### config.mk
export PLATFORM = sky130hd
export DESIGN_NAME = ram_arbiter
export DESIGN_NICKNAME = d
export VERILOG_FILES = /design/src/rtl/ram_arbiter.sv
export SDC_FILE = /design/constraint.sdc
export NUM_CORES = 1
export LEC_CHECK = 0
export BUFFER_PORTS_ARGS = -buffer_cell sky130_fd_sc_hd__buf_2
export CAP_MARGIN = 20
export CORE_AREA = 3 3 77 79
export CTS_CLUSTER_DIAMETER = 80
export DETAILED_ROUTE_END_ITERATION = 12
export DIE_AREA = 0 0 80 82
export PLACE_DENSITY = 0.79
export SLEW_MARGIN = 25
export SYNTH_ARGS = -nofsm -noshare
export SYNTH_HDL_FRONTEND = slang
export SYNTH_SLANG_ARGS = --single-unit
### constraint.sdc
create_clock -name mclk28 -period 2.1 [get_ports mclk28]
set_input_delay 0.315 -clock mclk28 [delete_from_list [all_inputs] [get_ports mclk28]]
set_output_delay 0.315 -clock mclk28 [all_outputs]
set_load 0.01 [all_outputs]
### src/rtl/ram_arbiter.sv
// Shared card/main RAM arbiter for the video scanner, CPU and disk DMA requesters.
// Video has top priority; CPU outranks disk until disk has waited STARVE_LIMIT CPU grants.
module ram_arbiter #(
    parameter int unsigned ADDR_W       = 18,
    parameter int unsigned DATA_W       = 8,
    parameter int unsigned ACC_CYCLES   = 3,
    parameter int unsigned STARVE_LIMIT = 4
) (
    input  logic              mclk28,
    input  logic              reset_n,
    input  logic              vid_req,
    input  logic [ADDR_W-1:0] vid_addr,
    output logic              vid_ack,
    input  logic              cpu_req,
    input  logic              cpu_we,
    input  logic [ADDR_W-1:0] cpu_addr,
    input  logic [DATA_W-1:0] cpu_wdata,
    output logic              cpu_ack,
    input  logic              dsk_req,
    input  logic              dsk_we,
    input  logic [ADDR_W-1:0] dsk_addr,
    input  logic [DATA_W-1:0] dsk_wdata,
    output logic              dsk_ack,
    output logic [DATA_W-1:0] rdata,
    output logic [ADDR_W-1:0] ram_addr,
    output logic [DATA_W-1:0] ram_dout,
    input  logic [DATA_W-1:0] ram_din,
    output logic              ram_we_n,
    output logic              ram_oe_n,
    output logic [1:0]        gnt
);

    localparam int unsigned CNT_W = 4;

    localparam logic [1:0] ST_IDLE   = 2'd0;
    localparam logic [1:0] ST_ACCESS = 2'd1;
    localparam logic [1:0] ST_DONE   = 2'd2;

    localparam logic [1:0] GNT_NONE = 2'd0;
    localparam logic [1:0] GNT_VID  = 2'd1;
    localparam logic [1:0] GNT_CPU  = 2'd2;
    localparam logic [1:0] GNT_DSK  = 2'd3;

    localparam logic [CNT_W-1:0] CNT_LOAD   = CNT_W'(ACC_CYCLES - 1);
    localparam logic [CNT_W-1:0] STARVE_MAX = CNT_W'(STARVE_LIMIT);

    logic [1:0]        state, state_nxt;
    logic [CNT_W-1:0]  cnt, cnt_nxt;
    logic [CNT_W-1:0]  starve, starve_nxt;
    logic [1:0]        gnt_nxt;
    logic              vid_ack_nxt, cpu_ack_nxt, dsk_ack_nxt;
    logic [DATA_W-1:0] rdata_nxt;
    logic [ADDR_W-1:0] ram_addr_nxt;
    logic [DATA_W-1:0] ram_dout_nxt;
    logic              ram_we_n_nxt, ram_oe_n_nxt;
    logic [1:0]        win_c;

    // State and registered outputs
    always_ff @(posedge mclk28 or negedge reset_n) begin
        if (!reset_n) begin
            state    <= ST_IDLE;
            cnt      <= '0;
            starve   <= '0;
            gnt      <= GNT_NONE;
            vid_ack  <= 1'b0;
            cpu_ack  <= 1'b0;
            dsk_ack  <= 1'b0;
            rdata    <= '0;
            ram_addr <= '0;
            ram_dout <= '0;
            ram_we_n <= 1'b1;
            ram_oe_n <= 1'b1;
        end else begin
            state    <= state_nxt;
            cnt      <= cnt_nxt;
            starve   <= starve_nxt;
            gnt      <= gnt_nxt;
            vid_ack  <= vid_ack_nxt;
            cpu_ack  <= cpu_ack_nxt;
            dsk_ack  <= dsk_ack_nxt;
            rdata    <= rdata_nxt;
            ram_addr <= ram_addr_nxt;
            ram_dout <= ram_dout_nxt;
            ram_we_n <= ram_we_n_nxt;
            ram_oe_n <= ram_oe_n_nxt;
        end
    end

    // Next-state, arbitration and output logic
    always_comb begin
        state_nxt    = state;
        cnt_nxt      = cnt;
        starve_nxt   = starve;
        gnt_nxt      = gnt;
        vid_ack_nxt  = 1'b0;
        cpu_ack_nxt  = 1'b0;
        dsk_ack_nxt  = 1'b0;
        rdata_nxt    = rdata;
        ram_addr_nxt = ram_addr;
        ram_dout_nxt = ram_dout;
        ram_we_n_nxt = ram_we_n;
        ram_oe_n_nxt = ram_oe_n;
        win_c        = GNT_NONE;

        if (vid_req) begin
            win_c = GNT_VID;
        end else if (dsk_req && (starve == STARVE_MAX)) begin
            win_c = GNT_DSK;
        end else if (cpu_req) begin
            win_c = GNT_CPU;
        end else if (dsk_req) begin
            win_c = GNT_DSK;
        end

        case (state)
            ST_IDLE: begin
                gnt_nxt      = win_c;
                ram_we_n_nxt = 1'b1;
                ram_oe_n_nxt = 1'b1;
                case (win_c)
                    GNT_VID: begin
                        ram_addr_nxt = vid_addr;
                        ram_dout_nxt = '0;
                        ram_oe_n_nxt = 1'b0;
                    end
                    GNT_CPU: begin
                        ram_addr_nxt = cpu_addr;
                        ram_dout_nxt = cpu_wdata;
                        ram_we_n_nxt = !cpu_we;
                        ram_oe_n_nxt = cpu_we;
                    end
                    GNT_DSK: begin
                        ram_addr_nxt = dsk_addr;
                        ram_dout_nxt = dsk_wdata;
                        ram_we_n_nxt = !dsk_we;
                        ram_oe_n_nxt = dsk_we;
                    end
                    default: ;
                endcase
                if (win_c != GNT_NONE) begin
                    cnt_nxt   = CNT_LOAD;
                    state_nxt = ST_ACCESS;
                end
                // Starvation tracks only CPU wins that actually held disk off
                if (!dsk_req || (win_c == GNT_DSK)) begin
                    starve_nxt = '0;
                end else if ((win_c == GNT_CPU) && (starve < STARVE_MAX)) begin
                    starve_nxt = starve + CNT_W'(1);
                end
            end
            ST_ACCESS: begin
                if (cnt != '0) begin
                    cnt_nxt = cnt - CNT_W'(1);
                end else begin
                    if (!ram_oe_n) begin
                        rdata_nxt = ram_din;
                    end
                    ram_we_n_nxt = 1'b1;
                    ram_oe_n_nxt = 1'b1;
                    vid_ack_nxt  = (gnt == GNT_VID);
                    cpu_ack_nxt  = (gnt == GNT_CPU);
                    dsk_ack_nxt  = (gnt == GNT_DSK);
                    state_nxt    = ST_DONE;
                end
            end
            ST_DONE: begin
                gnt_nxt   = GNT_NONE;
                state_nxt = ST_IDLE;
            end
            default: begin
                gnt_nxt      = GNT_NONE;
                ram_we_n_nxt = 1'b1;
                ram_oe_n_nxt = 1'b1;
                state_nxt    = ST_IDLE;
            end
        endcase
    end

endmodule

* Word-level counts from Yosys, hierarchy flattened
Cells that the tools add are included.
Storage, ports and cells: bits in registers 51, logic and storage cells 74
Cells by class: bitwise operators 3, eq/ne operators 12, add/subtract/negate cells 2, mux-type cells 26, reductions and logical operators 18, magnitude comparators 1
Operator list (number):
- case mux 18 bit (3 select lines) | 1
- case mux 8 bit (3 select lines) | 1
- two-way mux 4 bit | 4
- two-way mux 2 bit | 6
- equality test 2 bit, second input constant | 5
- case mux 1 bit (3 select lines) | 3
- case mux 2 bit (2 select lines) | 2
- case mux 4 bit (2 select lines) | 1
- AND reduction 2 bit | 4
- two-way mux 1 bit | 7
- equality test 2 x 1 -> 1 bit, second input constant | 3
- inequality test 2 bit, second input constant | 3
- AND reduction 3 bit | 2
- nonzero test 2 bit | 3
- adder 4 x 1 -> 4 bit, second input constant | 1
- equality test 4 x 3 -> 1 bit, second input constant | 1
- less-than comparator 4 x 3 -> 1 bit, second input constant | 1
- nonzero test 4 bit | 1
- subtractor 4 x 1 -> 4 bit, second input constant | 1
- zero test 1 bit | 3
- inverter 1 bit | 3
- nonzero test 3 bit | 1
- logical AND 1 bit | 2
- zero test 2 bit | 1
- 2 further kinds | 2

* Longest topological paths before layout
word-level depth 8, depth in mapped cells 7

* Worst setup path before layout
OpenSTA, ideal clock, no wires.
path kind register to register, from reg cnt[0], to reg rdata[0], slack 0.297 ns, arrival 1.678 ns, cell stages (with the launch flop) 7, buffers on the path 1, clock period less this slack 1.803 ns, setup time 0.125 ns, required time 1.975 ns, cells stage by stage dfrtp_1 > inv_1 > ha_1 > or3b_1 > buf_2 > nor3_4 > mux2_2
On the way: word-level cells in the longest chain between the ends 3
Ends and longest elaborated chain:
- start: declaration | RTL line 48 | logic [CNT_W-1:0] cnt, cnt_nxt;
- start signal: assignment | RTL line 75 | cnt <= cnt_nxt;
- nonzero test 4 bit | RTL line 152 | if (cnt != '0) begin
- inverter 1 bit (no line)
- AND reduction 3 bit (no line)
- end signal: assignment | RTL line 81 | rdata <= rdata_nxt;
- end: declaration | RTL line 24 | output logic [DATA_W-1:0] rdata,
No other way between the ends. A chain may end at the register's enable or synchronous reset.

* Worst setup path in the final report
from reg cnt[0], to reg rdata[4]
Same word-level chain as after synthesis.

==> impl_metrics.json <==
{
  "die_h_um": 82,
  "critPathKind": "flip-flop to flip-flop",
  "cts_root_buf": "clkbuf_8",
  "worstPathMaxFanout": 8,
  "drive_above_1_share_pct": 42.9,
  "drv_slew": 0,
  "wl_per_cell_um": 14.8,
  "avgViaCountPerCell": 5.32,
  "post-dp-hpwl_um": 4890,
  "die_w_um": 80,
  "drc": 0,
  "fmax_ghz": 0.515,
  "area_growth_syn_to_layout_pct": 34.5,
  "rsz0062_at_grt": "no",
  "grt_pass1_vias": 2170,
  "cts.sinks": 51,
  "grt_pass1_wl_um": 10000,
  "core-area_mm2": 0.00541,
  "gp_congestion": 0.814,
  "cp.arrival_ns": 2.14,
  "relSlewSlack_pct": 61.1,
  "rr_startpoint": "cnt[0]",
  "instances_no_fill": 436,
  "post-place-ws_ns": 0.162,
  "clk_latency_ns": 0.30,
  "syn_nets": 326,
  "fin_skew_ns": 0.0117,
  "synth.cell_area_mm2": 0.00239,
  "diodes": 0,
  "timing.final.crit_share_pct": 92.4,
  "grt_overflow": 0,
  "yosysWarnings": 0,
  "mostFrequentLayoutCell": "buf_2",
  "wl_um": 6460,
  "clk_path_buf_depth": 2,
  "critPathLaunchType": "flip-flop",
  "hold_violations": 3,
  "h-tree-depth": 2,
  "holdWs_ns": -0.000720,
  "firstDrtPassIters": 4,
  "setup_tns_ns": 0,
  "rows": 27,
  "setup-violations-final": 0,
  "critPathSlowestCell": "or3b_1",
  "dp.cells": 428,
  "synthFlopType": "dfrtp_1",
  "r2r_cells": 5,
  "worstMarginPinSlew_ns": 0.584,
  "yosysUniqueCellTypes": 37,
  "final_nets": 452,
  "r2r_end": "rdata[4]",
  "cts_tree": "yes",
  "ctsResizeCount": 0,
  "path_cells": "inv_1 > ha_1 > or3b_1 > nor3_4 > mux2_2",
  "setup_slack_ns": 0.159,
  "vdd_ir_drop_max_mv": 0.776,
  "outcome": "finished, violations left",
  "timing.final.crit_period_ns": 1.94,
  "final_util_pct": 59.5,
  "cts_setup_buffers": 0,
  "synth_edf_count": 0,
  "p_per_area_mw_per_mm2": 1320,
  "cts_hold_buf": 0,
  "die_area_mm2": 0.00656,
  "p_leak_uw": 0.00157,
  "slowest_delay_ns": 0.44,
  "ioPinCount": 126,
  "synth.avg_cell_area_um2": 10.1,
  "yosysSeqAreaShare_pct": 53.5,
  "drv_cap": 0,
  "start_util_pct": 44.3,
  "drt_iter0_drc": 70,
  "antenna_found_initial": 0,
  "min_path_type": "primary input to asynchronous set/reset pin",
  "grt_max_degree": 27,
  "vias": 2319,
  "cp_data_required_time_ns": 2.30,
  "async_flop_share_pct": 100,
  "postRouteAntennaNets": 0,
  "violations": "hold timing",
  "ys_ff_latch": 51,
  "synthCells": 237,
  "cp-end-kind": "flip-flop",
  "r2r_setup_slack_ns": 0.16,
  "io_buffers": 125,
  "cts_inserted_buffers": 5,
  "final_cell_mix": "buf_2 (125), dfrtp_1 (49), nor2_1 (41), nand2_1 (27), a221oi_1 (26)",
  "clkTransAtPathRegs_ns": 0.09,
  "grt.total_usage_pct": 19.7
}
-- cell usage after synthesis (2+ instances only) --
cell type / number / share of area [%]
a21oi_1: 23 / 4.8
a221oi_1: 26 / 9.5
a2bb2oi_1: 2 / 0.73
buf_2: 8 / 1.7
buf_4: 3 / 0.94
clkbuf_1: 4 / 0.63
dfrtp_1: 49 / 51
dfstp_2: 2 / 2.2
ha_1: 4 / 2.1
inv_1: 6 / 0.94
mux2_2: 9 / 4.2
mux2i_1: 2 / 0.84
nand2_1: 27 / 4.2
nand2b_1: 4 / 1.0
nor2_1: 41 / 6.4
nor2b_1: 2 / 0.52
nor3_1: 4 / 0.84
o21ai_0: 2 / 0.42
-- metrics by stage --
stage,instance area [µm²],total power (µW)
floorplan,2390,2880
global placement,3110,3550
detailed placement,3110,3650
CTS,3220,4310
global route,3220,4620
finish,3220,4260
-- worst max-delay path: cells and delay by family, from the launching register on --
kind                       cells  cell delay [ns]
and+or+nand+nor                2             0.79
DFF                            1             0.40
buffers and inverters          1             0.11
adders and majority gates      1             0.15
muxes                          1             0.38
-- layer usage --
layer	share of wire (%)	up-vias	track usage [%]
met5	0	-	0
met4	0.48	0	5.57
met3	8.2	4	5.70
met2	49	97	34.1
met1	42	1118	24.0
li1	-	1100	-
-- worst max-delay path by stage --
stage | start | to | cells past startpoint
2_1_floorplan | cnt[0] | rdata[0] | 6
3_3_place_gp | cnt[0] | rdata[7] | 5
3_5_place_dp | cnt[0] | rdata[3] | 5
4_1_cts | cnt[0] | rdata[4] | 5
5_1_grt | cnt[0] | rdata[6] | 5
6_report | cnt[0] | rdata[4] | 5
-- kinds of logic after synthesis --
logic type               Yosys count  synth area share (%)
AND/OR/NAND/NOR                   89                  16.7
AO/OA/AOI/OAI                     61                  18.5
flip-flops                        51                  53.5
adder cells (fa/ha/maj)            4                  2.09
multiplexers                      11                  5.07
buffers and inverters             21                  4.18
-- report_power, final --
group          switching [µW]  internal [µW]
sequential                276           1440
clock                     297            356
combinational            1060            830
total                    1630           2630
-- state kept, by name (all words and copies together), names as in the netlist --
signal    cells
ram_we_n      1
ram_addr     18
vid_ack       1
ram_dout      8
cnt           4
ram_oe_n      1
dsk_ack       1
gnt           2
cpu_ack       1
rdata         8
state         2
starve        4
-- cell type report --
cell class,instances,area (µm²)
timing repair buffer,134,706
sequential,51,1280
tap,72,90.1
inverter,6,22.5
fill,496,2190
clock buffer,7,76.3
multi-input combinational,165,1010
clock inverter,1,30.0
No activity file was read; power rests on OpenSTA's default activity.
